### src/rtl/sc_proc_pkg.sv
// Shared definitions for the single-cycle processor: next-PC select encoding,
// controller opcodes and the fetch FSM states (FAULT exists only with FETCH_ALIGN_CHECK_EN).
package sc_proc_pkg;

  localparam logic [1:0] PC_SEL_SEQ = 2'd0;
  localparam logic [1:0] PC_SEL_BR  = 2'd1;
  localparam logic [1:0] PC_SEL_JAL = 2'd2;

  localparam logic [5:0] OPC_ALU    = 6'h00;
  localparam logic [5:0] OPC_ALUI   = 6'h01;
  localparam logic [5:0] OPC_LOAD   = 6'h02;
  localparam logic [5:0] OPC_STORE  = 6'h03;
  localparam logic [5:0] OPC_BRANCH = 6'h04;
  localparam logic [5:0] OPC_JAL    = 6'h05;

`ifdef FETCH_ALIGN_CHECK_EN
  typedef enum logic [1:0] {
    FETCH_REQ   = 2'd0,
    FETCH_WAIT  = 2'd1,
    FETCH_ISSUE = 2'd2,
    FETCH_FAULT = 2'd3
  } fetch_state_e;
`else
  typedef enum logic [1:0] {
    FETCH_REQ   = 2'd0,
    FETCH_WAIT  = 2'd1,
    FETCH_ISSUE = 2'd2
  } fetch_state_e;
`endif

endpackage

### src/rtl/sc_next_pc.sv
// Combinational next-PC computation: sign-extended, word-scaled immediate
// applied to pc+4 (branch) or to the JAL base register; reserved select acts as sequential.
module sc_next_pc
  import sc_proc_pkg::*;
#(
  parameter int ADDR_W = 32,
  parameter int IMM_W  = 16
) (
  input  logic [ADDR_W-1:0] pc,
  input  logic [1:0]        pc_sel,
  input  logic [IMM_W-1:0]  imm,
  input  logic [ADDR_W-1:0] jal_base,
  output logic [ADDR_W-1:0] pc_plus4,
  output logic [ADDR_W-1:0] next_pc
);

  logic [ADDR_W-1:0] ext;
  logic [ADDR_W-1:0] off;

  always_comb begin
    ext      = {{(ADDR_W-IMM_W){imm[IMM_W-1]}}, imm};
    off      = ext << 2;
    pc_plus4 = pc + ADDR_W'(4);
    case (pc_sel)
      PC_SEL_BR:  next_pc = pc_plus4 + off;
      PC_SEL_JAL: next_pc = jal_base + off;
      default:    next_pc = pc_plus4;
    endcase
  end

endmodule

### src/rtl/sc_fetch_unit.sv
// Instruction fetch stage: owns the PC, issues one word read at a time and holds iword
// until retire. Optional misaligned-target trap enabled by FETCH_ALIGN_CHECK_EN.
module sc_fetch_unit
  import sc_proc_pkg::*;
#(
  parameter int                ADDR_W   = 32,
  parameter int                IMM_W    = 16,
  parameter logic [ADDR_W-1:0] RESET_PC = '0
) (
  input  logic              clk,
  input  logic              reset_n,
  output logic              imem_req_valid,
  input  logic              imem_req_ready,
  output logic [ADDR_W-1:0] imem_addr,
  input  logic              imem_rsp_valid,
  input  logic [31:0]       imem_rsp_data,
  output logic [31:0]       iword,
  output logic              iword_valid,
  output logic [ADDR_W-1:0] pc,
  output logic [ADDR_W-1:0] pc_plus4,
  input  logic              retire,
  input  logic [1:0]        pc_sel,
  input  logic [IMM_W-1:0]  imm,
  input  logic [ADDR_W-1:0] jal_base
`ifdef FETCH_ALIGN_CHECK_EN
  ,
  output logic              fetch_fault
`endif
);

  fetch_state_e      state_q, state_d;
  logic [ADDR_W-1:0] pc_q, pc_d;
  logic [31:0]       iword_q, iword_d;
  logic              iword_valid_q, iword_valid_d;
  logic [ADDR_W-1:0] next_pc;
`ifdef FETCH_ALIGN_CHECK_EN
  logic              fault_q, fault_d;
`endif

  sc_next_pc #(
    .ADDR_W (ADDR_W),
    .IMM_W  (IMM_W)
  ) u_next_pc (
    .pc       (pc_q),
    .pc_sel   (pc_sel),
    .imm      (imm),
    .jal_base (jal_base),
    .pc_plus4 (pc_plus4),
    .next_pc  (next_pc)
  );

  always_comb begin
    state_d       = state_q;
    pc_d          = pc_q;
    iword_d       = iword_q;
    iword_valid_d = iword_valid_q;
`ifdef FETCH_ALIGN_CHECK_EN
    fault_d       = fault_q;
`endif
    case (state_q)
      FETCH_REQ: begin
        if (imem_req_ready) state_d = FETCH_WAIT;
      end
      FETCH_WAIT: begin
        if (imem_rsp_valid) begin
          iword_d       = imem_rsp_data;
          iword_valid_d = 1'b1;
          state_d       = FETCH_ISSUE;
        end
      end
      FETCH_ISSUE: begin
        if (retire) begin
          iword_valid_d = 1'b0;
`ifdef FETCH_ALIGN_CHECK_EN
          pc_d = next_pc;
          if (next_pc[1:0] != 2'b00) begin
            fault_d = 1'b1;
            state_d = FETCH_FAULT;
          end else begin
            state_d = FETCH_REQ;
          end
`else
          // Without the trap, a misaligned target silently rounds down to a word boundary.
          pc_d    = next_pc & ~ADDR_W'(3);
          state_d = FETCH_REQ;
`endif
        end
      end
`ifdef FETCH_ALIGN_CHECK_EN
      FETCH_FAULT: begin
        state_d = FETCH_FAULT;
      end
`endif
      default: state_d = FETCH_REQ;
    endcase
  end

  always_ff @(posedge clk or negedge reset_n) begin
    if (!reset_n) begin
      state_q       <= FETCH_REQ;
      pc_q          <= RESET_PC;
      iword_q       <= '0;
      iword_valid_q <= 1'b0;
`ifdef FETCH_ALIGN_CHECK_EN
      fault_q       <= 1'b0;
`endif
    end else begin
      state_q       <= state_d;
      pc_q          <= pc_d;
      iword_q       <= iword_d;
      iword_valid_q <= iword_valid_d;
`ifdef FETCH_ALIGN_CHECK_EN
      fault_q       <= fault_d;
`endif
    end
  end

  // Request is gated by reset so nothing is issued while reset is held.
  assign imem_req_valid = reset_n && (state_q == FETCH_REQ);
  assign imem_addr      = pc_q;
  assign pc             = pc_q;
  assign iword          = iword_q;
  assign iword_valid    = iword_valid_q;
`ifdef FETCH_ALIGN_CHECK_EN
  assign fetch_fault    = fault_q;
`endif

endmodule

### config.mk
export PLATFORM = sky130hd
export DESIGN_NAME = sc_fetch_unit
export DESIGN_NICKNAME = d
export VERILOG_FILES = /design/src/rtl/sc_proc_pkg.sv /design/src/rtl/sc_next_pc.sv /design/src/rtl/sc_fetch_unit.sv
export SDC_FILE = /design/constraint.sdc
export NUM_CORES = 1
export LEC_CHECK = 0
export ABC_AREA = 1
export CORE_UTILIZATION = 46
export CTS_CLUSTER_DIAMETER = 150
export DETAILED_ROUTE_END_ITERATION = 6
export PLACE_DENSITY_LB_ADDON = 0.25
export SYNTH_ARGS = -nofsm -noshare
export SYNTH_HDL_FRONTEND = slang
export SYNTH_HIERARCHICAL = 1
export SYNTH_SLANG_ARGS = --single-unit
### constraint.sdc
create_clock -name clk -period 4 [get_ports clk]
set_clock_uncertainty 0.2 [all_clocks]
set_input_delay 0.4 -clock clk [delete_from_list [all_inputs] [get_ports clk]]
set_output_delay 0.4 -clock clk [all_outputs]
set_load 0.03 [all_outputs]
# Word level (Yosys, flattened, before mapping)

Cells that the tools add are included.
Widths: inputs -> output; s select.

Output and inout port bits: 130
Flip-flop bits (word level): 65

Reductions and logical operators: 7
$add $sub $neg: 3
Multiplexer cells: 8
Eq/ne operators: 7

Operators with widths:

| kind                  | number |
|---|---|
| $add 32x32->32        | 2 |
| $pmux 32 s2           | 1 |
| $add 32x3->32 const B | 1 |
| $mux 2                | 3 |
| $ne 2x2->1 const B    | 3 |
| $pmux 2 s3            | 1 |
| $reduce_and 3->1      | 2 |
| $eq 2x1->1 const B    | 2 |
| $eq 2x2->1 const B    | 2 |
| $reduce_and 2->1      | 2 |
| $logic_not 2->1       | 1 |
| $mux 1                | 2 |
| $pmux 1 s2            | 1 |
| $reduce_bool 2->1     | 1 |
| $logic_and 1x1->1     | 1 |

# Longest topological paths before layout

Word-level depth: 3
Depth in mapped cells: 27
Mapped depth without buffers: 26

# Cells and area by module

The synthesis kept the hierarchy.

Modules (own cells, without submodules):

| module        | times used | cells an instance | sequential area each (um^2) | area an instance (um^2) |
|---|---|---|---|---|
| sc_next_pc    | 1          | 684               | 0.0                         | 3540.9 |
| sc_fetch_unit | 1          | 325               | 1626.6                      | 3016.6 |

# Worst setup path after synthesis

Ideal clock, no wire load.

Kind: flip-flop to flip-flop
Start point: register pc_q[2] (netlist: imem_addr[2])
End point: register pc_q[20] (netlist: imem_addr[20])
Cell stages (with the launch flop): 19
Path slack: 0.260 ns
Data arrival time: 3.421 ns
Library setup time: 0.119 ns
Clock period less this slack: 3.740 ns
Path through: dfrtp_1 > inv_1 > nor2_4 > nand2_1 > nor2_2 > nand3_1 > xor2_1 > nand2_1 > nand2_1 > ha_1 > a21oi_1 > o21ai_0 > a21oi_1 > nand3_1 > or2_2 > nand3_1 > o21ai_0 > nand4_1 > nand2_1

Word-level cells in the longest chain between the ends: 3

RTL lines:

| item                   | RTL line             | source |
|---|---|---|
| from (decl)            | sc_fetch_unit.sv:32  | `logic [ADDR_W-1:0] pc_q, pc_d;` |
| from (signal assigned) | sc_fetch_unit.sv:109 | `pc_q <= pc_d;` |
| $add 32x3->32          | sc_next_pc.sv:23     | `pc_plus4 = pc + ADDR_W'(4);` |
| via pc_plus4[2]        | sc_fetch_unit.sv:20  | `output logic [ADDR_W-1:0] pc_plus4,` |
| $add 32x32->32         | sc_next_pc.sv:25     | `PC_SEL_BR: next_pc = pc_plus4 + off;` |
| $pmux 32 s2            | sc_next_pc.sv:24     | `case (pc_sel)` |
| via next_pc[20]        | sc_fetch_unit.sv:35  | `logic [ADDR_W-1:0] next_pc;` |

The timed path passes the listed nets, and every way through them passes these cells.
A chain may end at the register's enable or synchronous reset.

# Worst setup path after layout

Start point: register pc_q[3] (netlist: imem_addr[3])
End point: register pc_q[20] (netlist: imem_addr[20])

Word-level cells in the longest chain between the ends: 3

RTL lines:

| item            | RTL line |
|---|---|
| $add 32x3->32 * | sc_next_pc.sv:23 |
| $add 32x32->32  | sc_next_pc.sv:25 |
| $pmux 32 s2 *   | sc_next_pc.sv:24 |
| via next_pc[20] | sc_fetch_unit.sv:35 |

Mark *: on every way through the listed nets, which the timed path passes. The rest lies on a longest branch.

==> reports/metrics.yaml <==
outcome:
  status: "completed"
layout:
  syn_to_final_growth_pct: 37.9
  n_antenna_cell: 0
  layout-drive-gt1-share: 0.0844
  fin_util: 0.649
  fillCellCount: 1312
  fin_cells: 1376
  nets: 1317
place:
  dp.cells: 1359
  numPortBuffers: 208
  hpwl_mm: 17.5
  routabilityCongestion: 0.980
  pre_cts_ws_ps: 217
detailed_routing:
  ant_nets: 0
  routed_wl_mm: 22.6
  vias_per_cell: 5.41
  post_drt_wl_per_cell_um: 16.4
  drt_iter0_drc: 718
  dr.pass1.iters: 5
  drc_errors: 0
  vias: 7448
worst_setup_path:
  slowest_stage: "dfrtp_1"
  worstPathCellList: "ha_1 -> nand2_1 -> inv_1 -> nand4_1 -> nor2_2 -> inv_2 -> nand2_1 -> o21a_1 -> inv_1 -> o21ai_0 -> ha_1 -> nand2_1 -> inv_1 -> a21oi_1 -> nand2_1 -> nand2_1 -> nand3_1 -> or2_2 -> nand3_1 -> o21ai_0 -> nand4_1 -> nand2_1"
  r2r_cells: 22
  crit_fanout: 5
  critPathMostFrequentCell: "nand2_1"
  cp.depth: 22
  worstPathArrival_ps: 3800
  cp.required_ps: 4030
  crit_type: "reg2reg"
  crit_buf_inv: 4
  endpoint_kind: "flip-flop"
  path_delay_family: "simple AND/OR/NAND/NOR gates"
  slowest_delay_ps: 420
  critPathLaunchType: "flip-flop"
clock_tree:
  cts_tree: "done"
  htreeDepth: 3
  clk_path_buf_depth: 2
  worstSkewPairLatency_ps: 340
  cts_root_buf: "clkbuf_16"
  cts_num_sinks: 65
  cts_buffers: 9
  clk_pin_slew_ps: 60
  hold_buffers: 0
synthesis:
  yosysWarnings: 6
  syn_area_per_cell_um2: 6.51
  syn_area_um2: 6530
  synth_cells: 1003
power_and_ir_drop:
  p_int_uw: 3100
  leakage_uw: 0.00440
  clockPowerShare: 0.137
  power_uw: 6320
  switching_share: 0.510
  power_frac_seq: 0.189
  combPwrFrac: 0.674
  p_sw_uw: 3220
  p_per_area_nw_per_um2: 702
  ir_drop_uv: 342
min_path:
  hp-class: "in2async"
global_routing:
  grt_pass1_wl_mm: 35.5
  grt_remaining_overflow: 0
  grtUsageTotal: 0.313
  antenna_found_initial: 0
  grt_start_max_net_pins: 66
  grt_pass1_vias: 6826
floorplan:
  io_pins: 217
  initial_core_util: 0.470
  core_um2: 13900
  die_width_um: 121
  die_h_um: 121
  rows: 43
  die_area_um2: 14700
sta:
  final.min_clock_period_ps: 3770
  drv_slew: 0
  maxSlewHeadroom: 0.449
  hold_viol: 0
  finalCritPeriodShare: 0.943
  worst_pin_slew_ps: 826
  fmax_mhz: 265
  setup-violations-final: 0
  setup_ws_ps: 227
flow_run:
  drv_cap: 0
-- power groups by stage --
stage	Clock (uW)	Combinational (uW)	Sequential (uW)
after floorplan	0	2190	1690
after global placement	0	4170	1180
after detailed placement	0	4200	1200
after CTS	874	4220	1190
after global routing	907	4560	1230
final	867	4260	1190
-- what timing repair did --
item | CTS | global route
endpoints found under the setup margin | 0 | 6
buffers inserted | 0 | 1
gates resized for setup | 0 | 10
-- through the flow --
step                      hold slack [ps]  instance area (um^2)  setup TNS (ps)
final                                 120                  9000               0
after global routing                  209                  9000           -3.10
after CTS                             177                  8960               0
after detailed placement              257                  8630               0
after global placement                253                  8630               0
after floorplan                     -95.6                  6550               0
-- flip-flops by register name (all words and copies together), names as in the netlist --
signal	cells
imem_addr	30
iword	32
iword_valid	1
state_q	2
-- layer usage --
layer,track usage,up-vias,part of all wire
met3,0.0432,55,0.081
met1,0.435,3389,0.44
met4,0.110,0,0.030
met5,0,-,0
li1,-,3633,-
met2,0.494,371,0.45
-- cells in the final DEF, fill, tap and decap left out, types with 34 or more instances in the layout --
| cell | count |
|---|---|
| a21oi_1 | 34 |
| buf_4 | 40 |
| clkdlybuf4s50_1 | 207 |
| dfrtp_1 | 65 |
| ha_1 | 37 |
| inv_1 | 98 |
| nand2_1 | 347 |
| nand3_1 | 42 |
| nand4_1 | 79 |
| nor2_1 | 62 |
| o21ai_0 | 37 |
-- area by class of cell --
class | instances | area [um^2] | share of cell area
clock inverter | 6 | 91.3 | 0.0101
multi-input combinational | 765 | 4050 | 0.450
sequential | 65 | 1630 | 0.181
clock buffer | 10 | 239 | 0.0265
timing repair buffer | 248 | 2380 | 0.264
inverter | 102 | 390 | 0.0434
tap | 180 | 225 | 0.0250
-- final timing paths --
path / from / to / slack, ps
setup / recovery: imem_addr[3]$_DFFE_PN0P_ / imem_addr[20]$_DFFE_PN0P_ / 230
hold / removal: reset_n / iword[26]$_DFFE_PN0P_ / 120
setup reg to reg: imem_addr[3]$_DFFE_PN0P_ / imem_addr[20]$_DFFE_PN0P_ / 230
hold reg to reg: iword[8]$_DFFE_PN0P_ / iword[8]$_DFFE_PN0P_ / 270
max in group asynchronous: reset_n / iword[14]$_DFFE_PN0P_ / 2930
min in group clk: iword[8]$_DFFE_PN0P_ / iword[8]$_DFFE_PN0P_ / 270
Power figures use the tool's default switching activity.
